`config.mk`:
```
export PLATFORM = sky130hd
export DESIGN_NAME = x_input_loader_flat
export DESIGN_NICKNAME = d
export VERILOG_FILES = /design/src/rtl/x_input_loader_if.sv /design/src/rtl/x_input_loader.sv /design/src/flat_wrapper.sv
export SDC_FILE = /design/constraint.sdc
export NUM_CORES = 1
export LEC_CHECK = 0
export ABC_AREA = 0
export ABC_CLOCK_PERIOD_IN_PS = 6800
export BUFFER_PORTS_ARGS = -buffer_cell sky130_fd_sc_hd__buf_2
export CORE_UTILIZATION = 40
export DETAILED_ROUTE_END_ITERATION = 6
export PLACE_DENSITY = 0.56
export SLEW_MARGIN = 20
export SYNTH_ARGS = -nofsm -noshare
export SYNTH_HDL_FRONTEND = slang
export SYNTH_SLANG_ARGS = --single-unit
```
`constraint.sdc`:
```
create_clock -name clk -period 6.8 [get_ports clk]
set_input_delay 1.36 -clock clk [delete_from_list [all_inputs] [get_ports clk]]
set_output_delay 1.36 -clock clk [all_outputs]
set_load 0.05 [all_outputs]
```
`src/rtl/x_input_loader_if.sv`:
```
// Byte-stream in / SRAM write port out bundle for the X matrix loader.
// Write handshake: mem_cs_n=0 is "valid"; addr/wdata hold until a posedge sees mem_ry=1 ("ready").
interface x_input_loader_if #(
    parameter int ADDR_W = 8
);
    logic              start_in;
    logic              valid_input;
    logic [7:0]        X_load;
    logic              mem_ry;
    logic              mem_cs_n;
    logic              mem_we_n;
    logic [ADDR_W-1:0] mem_addr;
    logic [31:0]       mem_wdata;
    logic              finish;
    logic              all_done;
    logic              overflow;

    modport master (
        output start_in, valid_input, X_load, mem_ry,
        input  mem_cs_n, mem_we_n, mem_addr, mem_wdata, finish, all_done, overflow
    );

    modport slave (
        input  start_in, valid_input, X_load, mem_ry,
        output mem_cs_n, mem_we_n, mem_addr, mem_wdata, finish, all_done, overflow
    );
endinterface

```
`src/rtl/x_input_loader.sv`:
```
// Packs incoming bytes MSB-first into 32-bit words and writes them to the matrix SRAM
// through a 2-entry word FIFO; signals finish per matrix and all_done after NUM_MATRIX.
module x_input_loader #(
    parameter int NUM_MATRIX       = 2,
    parameter int BYTES_PER_MATRIX = 32,
    parameter int ADDR_W           = 8
) (
    input  logic                   clk,
    input  logic                   rst,
    x_input_loader_if.slave        bus,
    output logic [2:0]             state_dbg_o
);
    localparam int BCW = $clog2(BYTES_PER_MATRIX);
    localparam int MW  = $clog2(NUM_MATRIX + 1);
    localparam int WPM = BYTES_PER_MATRIX / 4;

    typedef enum logic [2:0] {S_IDLE, S_LOAD, S_DRAIN, S_WAIT, S_DONE} state_e;

    state_e            state_q;
    logic [BCW-1:0]    byte_cnt_q;
    logic [23:0]       part_q;
    logic [MW-1:0]     matrix_idx_q;
    logic [ADDR_W-1:0] fifo_addr_q [2];
    logic [31:0]       fifo_data_q [2];
    logic              wr_ptr_q;
    logic              rd_ptr_q;
    logic [1:0]        cnt_q;
    logic [1:0]        cnt_d;
    logic              cs_n_q;
    logic [ADDR_W-1:0] addr_q;
    logic [31:0]       wdata_q;
    logic              finish_q;
    logic              all_done_q;
    logic              overflow_q;

    logic              byte_en;
    logic              push;
    logic              push_ok;
    logic              pop;
    logic              last_byte;
    logic [ADDR_W-1:0] push_addr;

    always_comb begin
        byte_en   = (state_q == S_LOAD) && bus.valid_input;
        push      = byte_en && (byte_cnt_q[1:0] == 2'b11);
        // A new word may be issued whenever the port is idle or the current write is accepted.
        pop       = (cnt_q != 2'd0) && (cs_n_q || bus.mem_ry);
        push_ok   = push && ((cnt_q != 2'd2) || pop);
        last_byte = byte_en && (byte_cnt_q == BCW'(BYTES_PER_MATRIX - 1));
        push_addr = ADDR_W'(matrix_idx_q) * ADDR_W'(WPM) + ADDR_W'(byte_cnt_q >> 2);
        cnt_d     = cnt_q + {1'b0, push_ok} - {1'b0, pop};
    end

    always_ff @(posedge clk) begin
        if (!rst) begin
            state_q      <= S_IDLE;
            byte_cnt_q   <= '0;
            part_q       <= '0;
            matrix_idx_q <= '0;
            for (int i = 0; i < 2; i++) begin
                fifo_addr_q[i] <= '0;
                fifo_data_q[i] <= '0;
            end
            wr_ptr_q     <= 1'b0;
            rd_ptr_q     <= 1'b0;
            cnt_q        <= 2'd0;
            cs_n_q       <= 1'b1;
            addr_q       <= '0;
            wdata_q      <= '0;
            finish_q     <= 1'b0;
            all_done_q   <= 1'b0;
            overflow_q   <= 1'b0;
        end else begin
            if (byte_en) begin
                part_q     <= {part_q[15:0], bus.X_load};
                byte_cnt_q <= last_byte ? '0 : byte_cnt_q + 1'b1;
            end

            // Dropped words still consume their address slot via byte_cnt.
            if (push_ok) begin
                fifo_addr_q[wr_ptr_q] <= push_addr;
                fifo_data_q[wr_ptr_q] <= {part_q, bus.X_load};
                wr_ptr_q              <= ~wr_ptr_q;
            end
            if (push && !push_ok) begin
                overflow_q <= 1'b1;
            end

            if (pop) begin
                addr_q   <= fifo_addr_q[rd_ptr_q];
                wdata_q  <= fifo_data_q[rd_ptr_q];
                cs_n_q   <= 1'b0;
                rd_ptr_q <= ~rd_ptr_q;
            end else if (!cs_n_q && bus.mem_ry) begin
                cs_n_q <= 1'b1;
            end
            cnt_q <= cnt_d;

            case (state_q)
                S_IDLE: begin
                    if (bus.start_in) state_q <= S_LOAD;
                end
                S_LOAD: begin
                    if (last_byte) state_q <= S_DRAIN;
                end
                S_DRAIN: begin
                    if ((cnt_q == 2'd0) && cs_n_q) begin
                        finish_q     <= 1'b1;
                        matrix_idx_q <= matrix_idx_q + 1'b1;
                        if (matrix_idx_q == MW'(NUM_MATRIX - 1)) begin
                            all_done_q <= 1'b1;
                            state_q    <= S_DONE;
                        end else begin
                            state_q <= S_WAIT;
                        end
                    end
                end
                S_WAIT: begin
                    if (bus.start_in) begin
                        finish_q <= 1'b0;
                        state_q  <= S_LOAD;
                    end
                end
                S_DONE: begin
                    state_q <= S_DONE;
                end
                default: state_q <= S_IDLE;
            endcase
        end
    end

    assign bus.mem_cs_n  = cs_n_q;
    assign bus.mem_we_n  = cs_n_q;
    assign bus.mem_addr  = addr_q;
    assign bus.mem_wdata = wdata_q;
    assign bus.finish    = finish_q;
    assign bus.all_done  = all_done_q;
    assign bus.overflow  = overflow_q;
    assign state_dbg_o   = state_q;
endmodule

```
`src/flat_wrapper.sv`:
```
// flat-port wrapper written by rule: the top's interface ports become plain ports
module x_input_loader_flat 
#(
    parameter int NUM_MATRIX       = 2,
    parameter int BYTES_PER_MATRIX = 32,
    parameter int ADDR_W           = 8
)
  (clk, rst, state_dbg_o, bus_start_in, bus_valid_input, bus_X_load, bus_mem_ry, bus_mem_cs_n, bus_mem_we_n, bus_mem_addr, bus_mem_wdata, bus_finish, bus_all_done, bus_overflow);
  x_input_loader_if #(.ADDR_W(ADDR_W)) bus_i ();
  input  logic clk;
  input  logic rst;
  output logic [2:0] state_dbg_o;
  input wire logic [$bits(bus_i.start_in)-1:0] bus_start_in;
  input wire logic [$bits(bus_i.valid_input)-1:0] bus_valid_input;
  input wire logic [$bits(bus_i.X_load)-1:0] bus_X_load;
  input wire logic [$bits(bus_i.mem_ry)-1:0] bus_mem_ry;
  output wire logic [$bits(bus_i.mem_cs_n)-1:0] bus_mem_cs_n;
  output wire logic [$bits(bus_i.mem_we_n)-1:0] bus_mem_we_n;
  output wire logic [$bits(bus_i.mem_addr)-1:0] bus_mem_addr;
  output wire logic [$bits(bus_i.mem_wdata)-1:0] bus_mem_wdata;
  output wire logic [$bits(bus_i.finish)-1:0] bus_finish;
  output wire logic [$bits(bus_i.all_done)-1:0] bus_all_done;
  output wire logic [$bits(bus_i.overflow)-1:0] bus_overflow;
  assign bus_i.start_in = bus_start_in;
  assign bus_i.valid_input = bus_valid_input;
  assign bus_i.X_load = bus_X_load;
  assign bus_i.mem_ry = bus_mem_ry;
  assign bus_mem_cs_n = bus_i.mem_cs_n;
  assign bus_mem_we_n = bus_i.mem_we_n;
  assign bus_mem_addr = bus_i.mem_addr;
  assign bus_mem_wdata = bus_i.mem_wdata;
  assign bus_finish = bus_i.finish;
  assign bus_all_done = bus_i.all_done;
  assign bus_overflow = bus_i.overflow;
  x_input_loader #(.NUM_MATRIX(NUM_MATRIX), .BYTES_PER_MATRIX(BYTES_PER_MATRIX), .ADDR_W(ADDR_W)) u_core (.clk(clk), .rst(rst), .bus(bus_i), .state_dbg_o(state_dbg_o));
endmodule
```
==> flow_summary_export.csv <==
group,metric,value,unit
logic_synthesis,synthArstFlopShare,0,%
cts,htreeDepth,4,
drt,avgRoutedWirePerCell,15.43,µm
die,fp.dieArea,16320,µm²
die,num_rows,45,
worst_setup_path,critPathBufInv,4,
timing,max_freq,284.0,MHz
timing,clock_skew,7.670,ps
grt,grt_overflow,0,
min_path,hold_path_class,"reg2reg",
drt,wl,12.78,mm
cts,cts_hold_buf,0,
power_and_ir_drop,vdd.ir_drop.worst,232.8,µV
grt,grt_pass1_wl,21.05,mm
logic_synthesis,synth_mux_area_share,6.172,%
logic_synthesis,postSynthCellCount,566,
timing,layout_setup_ws,3279,ps
worst_setup_path,slowest_stage,"or3_1",
cells_and_area,fill_cells,1432,
drt,ant_nets,0,
timing,setup_viol,0,
timing,setup_tns,0,ps
logic_synthesis,synth_simple_gate_area_share,18.89,%
cts,cts_buffers,17,
die,start_util,41.30,%
cells_and_area,register_area,3805,µm²
die,fp.dieH,127.7,µm
worst_setup_path,worstPathArrival,3610,ps
logic_synthesis,avgSynthCellArea,11.17,µm²
grt,antenna_found_initial,0,
worst_setup_path,crit_chain,"buf_2 -> nand4bb_1 -> buf_4 -> or3_1 -> buf_4 -> o21ai_4 -> buf_4",
cts,clkSlewWorstSetupHoldPaths,60,ps
timing,worst_hold_slack,467.3,ps
timing,maxSlewHeadroom,36.81,%
worst_setup_path,worst_setup_path_end_kind,"flop",
logic_synthesis,yosys_warnings,0,
logic_synthesis,synth_area_leaders,"edfxtp_1 (35%), dfxtp_1 (25%), mux2i_1 (6.2%)",
placed_design,dpl_cell_area,6758,µm²
worst_setup_path,crit_type,"in2reg",
die,io_pins,61,
run_status,status,"finished, final reports clean",
cells_and_area,syn_to_final_growth,16.68,%
timing,rsz0062_at_grt,"false",
cells_and_area,nets,621,
placed_design,gp_congestion,0.7364,
die,die_w,127.7,µm
logic_synthesis,synth.most_common_cell,"dfxtp_1",
worst_setup_path,cpMostUsedCell,"buf_4",
logic_synthesis,yosys.cell_types.count,52,
grt,grt_max_degree,77,
cts,post-cts-setup-buffers,0,
cts,cts_resized,0,
drt,firstDrtPassIters,5,
timing,drv_slew,0,
run,max-cap-violations,0,
logic_synthesis,synth-seq-cells,153,
logic_synthesis,synth_compound_area_share,9.080,%
cts,clk_path_buf_depth,2,
worst_setup_path,cp.required,6890,ps
placed_design,hpwl,7.824,mm
cts,clk_latency,420,ps
grt,grt_pass1_vias,4054,
power_and_ir_drop,leakage,2.685,nW
drt,post_drt_via_cell_ratio,5.007,
logic_synthesis,syn_area,6325,µm²
logic_synthesis,synth-xor-area-share,0.4154,%
worst_setup_path,cp_top_family,"buffers and inverters",
die,core,15310,µm²
logic_synthesis,synth_top_family_by_area,"simple AND/OR/NAND/NOR gates",
logic_synthesis,netlist_top_cells_count,"dfxtp_1 (79), edfxtp_1 (74), nor2_1 (60)",
logic_synthesis,synthAdderAreaFrac,0.7913,%
timing,tightest_slew,947.9,ps
worst_setup_path,cp-start-kind,"primary input",
cts,cts_sinks,153,
cells_and_area,drive_gt1_share,17.67,%
worst_setup_path,max_stage_delay,580,ps
timing,fin_crit_sh,51.78,%
drt,drt-initial-drc-count,204,
cells_and_area,final_area,7380,µm²
logic_synthesis,netlist.area_leader.share,35.13,%
cells_and_area,insertedDiodeCount,0,
placed_design,pre_cts_slack,2800,ps
drt,drc,0,
power_and_ir_drop,design_power_total,0.003026,W
worst_setup_path,critical_path.max_fanout,37,
logic_synthesis,synth_top_cell_by_area,"edfxtp_1",
logic_synthesis,synth_flop_cell,"dfxtp_1",
logic_synthesis,synth_edf_count,74,
logic_synthesis,ys_seq_area_share,60.14,%
power_and_ir_drop,p_per_area,410.1,nW/µm²
timing,finalHoldViolations,0,
placed_design,io_buffer_count,57,
timing,fin_crit,3521,ps
drt,vias,4146,
cts,root_buffer,"clkbuf_16",
grt,track_usage,17.10,%
cells_and_area,multiInputGateArea,2286,µm²
cts,cts_tree,"yes",
[worst paths after layout]
path	start	end	slack [ps]	cells after the start
min reg2reg	u_core.bus.all_done$_SDFFE_PN0P_	u_core.bus.all_done$_SDFFE_PN0P_	470	2
max	bus_valid_input	u_core.fifo_data_q[0][25]$_SDFFCE_PN0P_	3280	7
max reg2reg	u_core.state_dbg_o[1]$_SDFFE_PN0P_	u_core.fifo_data_q[0][25]$_SDFFCE_PN0P_	3700	6
min	u_core.bus.all_done$_SDFFE_PN0P_	u_core.bus.all_done$_SDFFE_PN0P_	470	2
[through the flow]
step           util, %  cells
6_report         48.19    828
5_1_grt          48.19    828
4_1_cts          48.19    828
3_5_place_dp     44.13    796
3_3_place_gp     43.95    795
2_1_floorplan        -    568
[placed cells by master (no fill, tap or decap), drive strengths merged, types with 3 or more instances in the layout]
cell,n
a211oi,38
a21oi,32
and2,36
and4,18
buf,67
clkbuf,26
clkinv,3
conb,3
dfxtp,79
edfxtp,74
ha,4
inv,6
mux2i,39
nand2,58
nand2b,3
nand3,21
nor2,60
nor3,3
nor4,3
o21ai,6
or4,3
[worst min-delay path: cells and delay by family, from the launching register on]
family,cells,cell delay [ps]
simple gates,1,50
compound gates,1,60
flops,1,330
[power by group]
part           leakage [nW]  internal, W  switching (W)  total [W]
combinational         0.971     0.000226       0.000658   0.000884
clock                 0.305     0.000619       0.000349   0.000968
sequential             1.41      0.00110      0.0000754    0.00117
total                  2.69      0.00194        0.00108    0.00303
[kinds of logic (layout without fill, tap and decap cells)]
family,Yosys count,count (layout)
mux,39,39
compound gates,88,88
other cells,1,3
flops,153,153
buf+inv,56,105
fa+ha+maj,4,4
simple gates,222,222
xor+xnor,3,3
[cell type report]
| cell class | count | area share [%] |
|---|---|---|
| clock inverters | 6 | 1.102 |
| multi-input cells | 359 | 30.98 |
| repair buffers | 67 | 5.154 |
| well taps | 211 | 3.577 |
| clock buffers | 26 | 7.325 |
| inverters | 6 | 0.3052 |
| flip-flops and latches | 153 | 51.56 |
[metal layers]
metal | GRT usage (%) | up-vias | wire, µm
met4 | 5.882 | 0 | 119
met1 | 21.41 | 1959 | 5917
li1 | - | 2105 | -
met3 | 5.050 | 9 | 478
met5 | 0 | - | 0
met2 | 28.16 | 73 | 6264
[registers in the layout, indices dropped and copies added (netlist names)]
signal	flops
u_core.byte_cnt_q	5
u_core.fifo_addr_q	10
u_core.cnt_q	2
u_core.bus.overflow	1
u_core.state_dbg_o	3
u_core.part_q	24
u_core.bus.mem_addr	5
u_core.bus.mem_cs_n	1
u_core.bus.mem_wdata	32
u_core.bus.all_done	1
u_core.fifo_data_q	64
u_core.matrix_idx_q	2
u_core.bus.finish	1
u_core.wr_ptr_q	1
u_core.rd_ptr_q	1
No activity file was read; power rests on OpenSTA's default activity.
